## src/rtl/flash_audio_pkg.sv

```systemverilog
// Shared types and constants for the flash audio streamer: FSM states, lane geometry,
// default playback window, and the lane-select helper.
package flash_audio_pkg;

    typedef enum logic [2:0] {
        IDLE,
        FETCH,
        WAIT_TICK,
        EMIT,
        ADVANCE,
        STOPPED
    } state_t;

    localparam int LANES  = 2;
    localparam int LANE_W = 16;
    localparam int WORD_W = LANES * LANE_W;

    localparam int          DEF_ADDR_W     = 23;
    localparam logic [22:0] DEF_START_ADDR = 23'h0;
    localparam logic [22:0] DEF_END_ADDR   = 23'h7FFFF;

    // idx is the physical lane: 0 = bits 15:0, 1 = bits 31:16
    function automatic logic [LANE_W-1:0] lane_of(input logic [WORD_W-1:0] w, input logic idx);
        return idx ? w[WORD_W-1:LANE_W] : w[LANE_W-1:0];
    endfunction

endpackage

```

## src/rtl/flash_addr_sequencer.sv

```systemverilog
// Holds the flash word address of the next fetch; steps +/-1 per word, wraps or sticks at
// the window edge, and reloads the direction-dependent window start on restart. 1-cycle update.
module flash_addr_sequencer
    import flash_audio_pkg::*;
#(
    parameter int                ADDR_W     = DEF_ADDR_W,
    parameter logic [ADDR_W-1:0] START_ADDR = ADDR_W'(DEF_START_ADDR),
    parameter logic [ADDR_W-1:0] END_ADDR   = ADDR_W'(DEF_END_ADDR)
) (
    input  logic              clk_i,
    input  logic              reset_i,
    input  logic              load_i,
    input  logic              step_i,
    input  logic              dir_i,
    input  logic              loop_i,
    output logic [ADDR_W-1:0] next_addr_o,
    output logic              terminal_o
);

    localparam logic [ADDR_W-1:0] ONE = ADDR_W'(1);

    logic [ADDR_W-1:0] addr_q;
    logic [ADDR_W-1:0] addr_d;

    assign terminal_o  = dir_i ? (addr_q == START_ADDR) : (addr_q == END_ADDR);
    assign next_addr_o = addr_q;

    always_comb begin
        addr_d = addr_q;
        if (load_i) begin
            addr_d = dir_i ? END_ADDR : START_ADDR;
        end else if (step_i) begin
            if (terminal_o) begin
                addr_d = loop_i ? (dir_i ? END_ADDR : START_ADDR) : addr_q;
            end else begin
                addr_d = dir_i ? (addr_q - ONE) : (addr_q + ONE);
            end
        end
    end

    always_ff @(posedge clk_i) begin
        if (reset_i) begin
            addr_q <= START_ADDR;
        end else begin
            addr_q <= addr_d;
        end
    end

endmodule

```

## src/rtl/flash_audio_streamer.sv

```systemverilog
// Fetches 32-bit flash words and plays each 16-bit lane (top SAMPLE_W bits) on sample_tick.
// All outputs registered; a tick with no word ready is dropped and reported as underrun.
module flash_audio_streamer
    import flash_audio_pkg::*;
#(
    parameter int                ADDR_W     = DEF_ADDR_W,
    parameter logic [ADDR_W-1:0] START_ADDR = ADDR_W'(DEF_START_ADDR),
    parameter logic [ADDR_W-1:0] END_ADDR   = ADDR_W'(DEF_END_ADDR),
    parameter int                SAMPLE_W   = 8
) (
    input  logic                clk50M,
    input  logic                reset,
    input  logic                sample_tick,
    input  logic                enable,
    input  logic                direction,
    input  logic                loop,
    input  logic                restart,
    output logic                rd_req,
    output logic [ADDR_W-1:0]   rd_addr,
    input  logic                rd_done,
    input  logic [WORD_W-1:0]   rd_data,
    output logic [SAMPLE_W-1:0] audio_out,
    output logic                audio_valid,
    output logic                word_done,
    output logic                end_pulse,
    output logic                underrun
);

    state_t              state_q, state_d;
    logic [WORD_W-1:0]   word_q, word_d;
    logic                lane_q, lane_d;
    logic                dir_q, dir_d;
    logic                discard_q;
    logic                rd_req_q, rd_req_d;
    logic [ADDR_W-1:0]   rd_addr_q;
    logic [SAMPLE_W-1:0] audio_q, audio_d;
    logic                audio_valid_q, audio_valid_d;
    logic                word_done_q, word_done_d;
    logic                end_pulse_q, end_pulse_d;
    logic                underrun_q, underrun_d;

    logic                seq_load, seq_step, seq_terminal;
    logic [ADDR_W-1:0]   seq_addr;
    logic                done_ok;
    logic [LANE_W-1:0]   cur_lane;

    flash_addr_sequencer #(
        .ADDR_W     (ADDR_W),
        .START_ADDR (START_ADDR),
        .END_ADDR   (END_ADDR)
    ) u_seq (
        .clk_i       (clk50M),
        .reset_i     (reset),
        .load_i      (seq_load),
        .step_i      (seq_step),
        .dir_i       (direction),
        .loop_i      (loop),
        .next_addr_o (seq_addr),
        .terminal_o  (seq_terminal)
    );

    // lane_q counts lanes played; the word's direction flips which physical lane that is
    assign cur_lane = lane_of(word_q, lane_q ^ dir_q);
    assign done_ok  = rd_done && !discard_q;

    always_comb begin
        state_d       = state_q;
        word_d        = word_q;
        lane_d        = lane_q;
        dir_d         = dir_q;
        audio_d       = audio_q;
        audio_valid_d = 1'b0;
        word_done_d   = 1'b0;
        end_pulse_d   = 1'b0;
        underrun_d    = 1'b0;
        seq_load      = 1'b0;
        seq_step      = 1'b0;

        unique case (state_q)
            IDLE: begin
                if (enable) state_d = FETCH;
            end
            FETCH: begin
                if (sample_tick && enable) underrun_d = 1'b1;
                if (done_ok) begin
                    word_d  = rd_data;
                    dir_d   = direction;
                    lane_d  = 1'b0;
                    state_d = WAIT_TICK;
                end
            end
            WAIT_TICK: begin
                if (sample_tick && enable) state_d = EMIT;
            end
            EMIT: begin
                audio_d       = cur_lane[LANE_W-1 -: SAMPLE_W];
                audio_valid_d = 1'b1;
                if (lane_q) begin
                    state_d = ADVANCE;
                end else begin
                    lane_d  = 1'b1;
                    state_d = WAIT_TICK;
                end
            end
            ADVANCE: begin
                word_done_d = 1'b1;
                seq_step    = 1'b1;
                if (seq_terminal && !loop) begin
                    end_pulse_d = 1'b1;
                    state_d     = STOPPED;
                end else begin
                    state_d = enable ? FETCH : IDLE;
                end
            end
            STOPPED: begin
                state_d = STOPPED;
            end
            default: state_d = IDLE;
        endcase

        if (restart) begin
            state_d       = enable ? FETCH : IDLE;
            word_d        = '0;
            lane_d        = 1'b0;
            seq_load      = 1'b1;
            seq_step      = 1'b0;
            audio_valid_d = 1'b0;
            word_done_d   = 1'b0;
            end_pulse_d   = 1'b0;
            underrun_d    = 1'b0;
        end

        rd_req_d = (state_q == FETCH) && (state_d == FETCH) && !restart;
    end

    always_ff @(posedge clk50M) begin
        if (reset) begin
            state_q       <= IDLE;
            word_q        <= '0;
            lane_q        <= 1'b0;
            dir_q         <= 1'b0;
            discard_q     <= 1'b0;
            rd_req_q      <= 1'b0;
            rd_addr_q     <= START_ADDR;
            audio_q       <= '0;
            audio_valid_q <= 1'b0;
            word_done_q   <= 1'b0;
            end_pulse_q   <= 1'b0;
            underrun_q    <= 1'b0;
        end else begin
            state_q       <= state_d;
            word_q        <= word_d;
            lane_q        <= lane_d;
            dir_q         <= dir_d;
            discard_q     <= restart;
            rd_req_q      <= rd_req_d;
            rd_addr_q     <= seq_addr;
            audio_q       <= audio_d;
            audio_valid_q <= audio_valid_d;
            word_done_q   <= word_done_d;
            end_pulse_q   <= end_pulse_d;
            underrun_q    <= underrun_d;
        end
    end

    assign rd_req      = rd_req_q;
    assign rd_addr     = rd_addr_q;
    assign audio_out   = audio_q;
    assign audio_valid = audio_valid_q;
    assign word_done   = word_done_q;
    assign end_pulse   = end_pulse_q;
    assign underrun    = underrun_q;

endmodule
```

## config.mk

```make
export PLATFORM = sky130hd
export DESIGN_NAME = flash_audio_streamer
export DESIGN_NICKNAME = d
export VERILOG_FILES = /design/src/rtl/flash_audio_pkg.sv /design/src/rtl/flash_addr_sequencer.sv /design/src/rtl/flash_audio_streamer.sv
export SDC_FILE = /design/constraint.sdc
export NUM_CORES = 1
export LEC_CHECK = 0
export ABC_AREA = 1
export CORE_ASPECT_RATIO = 1.25
export CORE_MARGIN = 2
export CORE_UTILIZATION = 54
export CTS_CLUSTER_SIZE = 28
export DETAILED_ROUTE_END_ITERATION = 12
export PLACE_DENSITY = 0.84
export SYNTH_ARGS = -nofsm -noshare
export SYNTH_HDL_FRONTEND = slang
export SYNTH_SLANG_ARGS = --single-unit
```

## constraint.sdc

```tcl
create_clock -name clk50M -period 2.4 [get_ports clk50M]
set_input_delay 0.72 -clock clk50M [delete_from_list [all_inputs] [get_ports clk50M]]
set_output_delay 0.72 -clock clk50M [all_outputs]
set_load 0.1 [all_outputs]
```

======== Word level (Yosys, flattened, before mapping) ========
Cells that the tools add are included.
W data, S select, Z words.
word-level totals
  bits in registers ....................... 97
  input bits .............................. 40
  output and inout port bits .............. 36
cells by class
  add/sub/neg operators ................... 2
  eq/ne operators ......................... 9
  mux-type cells .......................... 24
  bitwise logic cells ..................... 3
  reductions and logical operators ........ 18
operators with widths
  kind                     count
  $mux W23                 5
  $add A23 B1 Y23 const B  1
  $eq A23 B19 Y1 const B   1
  $logic_not A23 Y1        1
  $sub A23 B1 Y23 const B  1
  $mux W19                 1
  $mux W3                  6
  $pmux W3 S6              1
  $mux W16                 1
  $mux W1                  9
  $eq A3 B1 Y1 const B     2
  $eq A3 B2 Y1 const B     2
  $eq A3 B3 Y1 const B     2
  $reduce_and A2 Y1        3
  $reduce_or A3 Y1         2
  $logic_and A1 B1 Y1      5
  $reduce_bool A2 Y1       2
  $logic_not A1 Y1         3
  $logic_not A3 Y1         1
  $ne A3 B3 Y1 const B     1
  $ne A2 B2 Y1 const B     1
  $not A1 Y1               2
  $pmux W1 S2              1
  $reduce_or A2 Y1         1
  $xor A1 B1 Y1            1

======== Logic depth before layout (Yosys ltp) ========
  depth after elaboration ................. 9
  gate-level depth with buffers ........... 14
  mapped depth without buffers ............ 14

======== Modules after synthesis ========
A second synthesis with hierarchy kept.
unflattened totals
  cells, all modules ...................... 724
  area, all modules ....................... 4718.3 um2
modules (own cells, without submodules)
  module                times used  cells an instance  area an instance (um2)  seq. area each (um2)
  flash_addr_sequencer  1           465                2623.8                  460.4
  flash_audio_streamer  1           259                2094.5                  1161.1

======== Least setup slack after synthesis ========
OpenSTA, ideal clock, no wires.
  kind .................................... input port to flip-flop
  start ................................... input port direction
  end ..................................... register u_seq.addr_q[20], in the netlist u_seq.next_addr_o[20]
  setup time .............................. 113 ps
  data arrival time ....................... 2089 ps
  required time ........................... 2287 ps
  setup slack ............................. 198 ps
  stages .................................. 13
  buffers on the path ..................... 1
  cells stage by stage .................... buf_2 inv_1 fa_1 nor2_1 o21ai_0 nand2_1 nand2_1 nand2_1 nand2_1 nand2_1 nand2_1 nand3_1 nand2_1
between the ends
  longest elaborated chain between the ends .. 4
  elaborated cells between the ends (all ways) .. 7
  those cells by class .................... eq/ne (1); mux (5); reduce/logical (1)
RTL lines
  element                                     RTL line                                                source
  from (decl)                                 flash_audio_streamer.sv:15                              input logic direction,
  $mux W23 / $mux W1 (equally long branches)  flash_addr_sequencer.sv:36, flash_addr_sequencer.sv:25
  $mux W23                                    flash_addr_sequencer.sv:33                              if (terminal_o) begin
  $mux W23                                    flash_addr_sequencer.sv:32                              end else if (step_i) begin
  $mux W23                                    flash_addr_sequencer.sv:30                              if (load_i) begin
  to (signal assigned)                        flash_addr_sequencer.sv:45                              addr_q <= addr_d;
  to (decl)                                   flash_addr_sequencer.sv:22                              logic [ADDR_W-1:0] addr_q;
Parallel ways exist; a longest one is shown, timed or not. The select of a mux whose other input is x is not followed.
A chain may end at the register's enable or synchronous reset.

======== Worst setup path in the final report ========
  start ................................... input port direction
  end ..................................... register u_seq.addr_q[21], in the netlist u_seq.next_addr_o[21]
The elaborated chain is that of the path after synthesis.

==> flow_summary.ini <==
[detailed_routing]
vias = 4885
via_per_inst = 5.32
wl_um = 13000
drt-pass1-iter-count = 5
drtIter0Drc = 286
drc = 0
wl_per_cell_um = 14.2
drtAntennaViolNets = 0

[power_and_ir_drop]
powerDensity_nw_per_um2 = 609
total_power_mw = 3.57
leakagePower_nw = 2.84
ir_drop_mv = 0.269

[clocking]
ctsHoldBuffers = 0
cts.clk_slew.worst_paths_ns = 0.08
cts_buffers = 9
clock-sinks = 81
htree_levels = 3
cts_tree = yes
cts_buffer_depth = 2
cts-root-buf = clkbuf_8
clock_latency_ns = 0.36

[sta]
relSlewSlack = 0.666
hold_viol_final = 0
skew_ns = 0.00812
tightest_slew_ns = 0.497
fmax_ghz = 0.422
grt_setup_unrepaired = yes
setup_violations = 0
fin_crit_sh = 0.988
finalCriticalPeriod_ns = 2.37
maxSlewViolCount = 0

[die]
die_x_um = 86.5
chipHeight_um = 107
core_area_um2 = 8240
start_util = 0.558
rows = 37
num_io_pins = 76
die_area_um2 = 9270

[flow_run]
maxCapViolations = 0

[synth]
synthCells = 705
ys_ff_latch = 81
synth_area_leader_cell = dfxtp_1
yosysSeqAreaShare = 0.353
synth_top_area_share = 0.353
syn_avg_cell_area_um2 = 6.52
ys_types = 37
yosys-top-cells-area = dfxtp_1 (35%), nand2_1 (16%), nor2_1 (11%)
syn_area_um2 = 4600
yosys_warnings = 0
synth_nets = 767

[layout]
final_cell_mix = nand2_1 (199), nor2_1 (134), buf_4 (89)
regArea_um2 = 1620
utilization = 0.712
num-fill-cells = 629
area_growth_pct = 27.7
final_common_cell = nand2_1
nNetsFinal = 879
diodes = 0
multi_input_area_um2 = 2650
drive_gt1_frac = 0.184

[grt]
antenna_found_initial = 0
overflow = 0
met2_usage = 0.527
grt_usage = 0.288
use_met1 = 0.319
gr-max-usage-layer = met2
grt_max_degree = 29
grt_pass1_wl_um = 21300
first_global_vias = 4794
use_met3 = 0.0477

[worst_setup_path]
worstSetupEndpointType = flop
start_kind = primary input
cp.arrival_ns = 2.63
crit_fanout = 13
crit_type = primary input to flop
cp.required_ns = 2.66

[placement]
numPortBuffers = 59
dp_hpwl_um = 9530
gp_congestion = 0.947

[status]
status = completed

[worst_hold_path]
hp-class = flop to flop
==> worst max-delay path, cell delays in order <==
cell           delay, ns
dlygate4sd2_1       0.30
buf_8               0.19
ha_1                0.33
or2_2               0.32
nand2_1             0.11
o21ai_1             0.12
nand2_1             0.11
nand2_1             0.13
nand2_2             0.09
nand3_1             0.06
nand3_1             0.09
nand2_1             0.05
==> layer usage <==
metal,up-vias,share of wire,wire [um]
met5,-,0,0
met4,0,0.035,456
met3,40,0.047,614
met2,170,0.51,6650
met1,2233,0.41,5310
li1,2442,-,-
==> cell type report <==
type | count | share of cell area
inverters | 85 | 0.0544
flip-flops and latches | 81 | 0.276
clock inverters | 5 | 0.0136
repair buffers | 115 | 0.161
well taps | 97 | 0.0207
multi-input cells | 525 | 0.452
clock buffers | 11 | 0.0224
==> cell families after synthesis <==
kind of cell / share of synthesized area
adders and majority gates: 0.0615
DFF: 0.353
buffers and inverters: 0.0866
xor gates and xnor gates: 0.0191
and+or+nand+nor: 0.382
AOI/OAI and AO/OA: 0.0977
==> cells in the mapped netlist <==
library cell	instances
nand3_1	45
nor2_2	2
nor3_2	1
nand3_2	3
buf_6	2
nor2_4	1
buf_2	5
a21oi_2	10
inv_1	78
nand3b_1	8
buf_4	1
buf_1	2
nor3_4	1
clkbuf_1	3
xor2_1	1
nor2_1	134
ha_1	21
dfxtp_1	81
nand2_4	1
nand2_2	3
or2_2	3
xnor2_1	9
clkinv_1	3
nand4_1	2
a21oi_1	27
o21ai_1	2
and2_1	1
clkbuf_2	1
o21ai_0	22
o211ai_1	8
nor4_1	3
o21bai_1	4
fa_1	1
nand2_1	202
a21oi_4	1
inv_2	4
nor3_1	9
==> per-stage QoR <==
step,hold WS (ns),area [um2],setup TNS (ns),setup WS (ns),cells
floorplan,0.431,4600,0,0.198,705
global placement,0.446,5570,-8.42,-0.479,903
detailed placement,0.451,5570,-9.41,-0.517,903
CTS,0.462,5790,0,0.133,919
global route,0.494,5870,-0.306,-0.0798,919
finish,0.461,5870,0,0.0292,919
==> repair_timing <==
item,CTS,global route
hold endpoints to repair,0,0
buffers inserted,0,0
gates resized for setup,5,16
setup endpoints to repair,17,11
pin swaps,0,1
gates cloned,0,0
==> sequential cells by signal, summed over array words and instances (netlist names) <==
| name | cells |
|---|---|
| rd_addr | 23 |
| u_seq.next_addr_o | 23 |
| word_q | 16 |
| audio_out | 8 |
| state_q | 3 |
| audio_valid | 1 |
| dir_q | 1 |
| discard_q | 1 |
| end_pulse | 1 |
| lane_q | 1 |
| rd_req | 1 |
| underrun | 1 |
| word_done | 1 |
==> final timing paths <==
check	startpoint	to	slack [ns]	cells after the start
hold / removal	dir_q	dir_q	0.46	2
hold reg to reg	dir_q	dir_q	0.46	2
setup reg to reg	u_seq.next_addr_o[0]	u_seq.next_addr_o[20]	0.42	12
setup / recovery	direction	u_seq.next_addr_o[21]	0.03	12
==> report_power, final <==
| group | switching [mW] | total [mW] | internal (mW) |
|---|---|---|---|
| logic | 0.632 | 1.03 | 0.397 |
| clock network | 0.502 | 1.09 | 0.585 |
| registers | 0.0584 | 1.46 | 1.40 |
(Power assumes the default switching activity.)
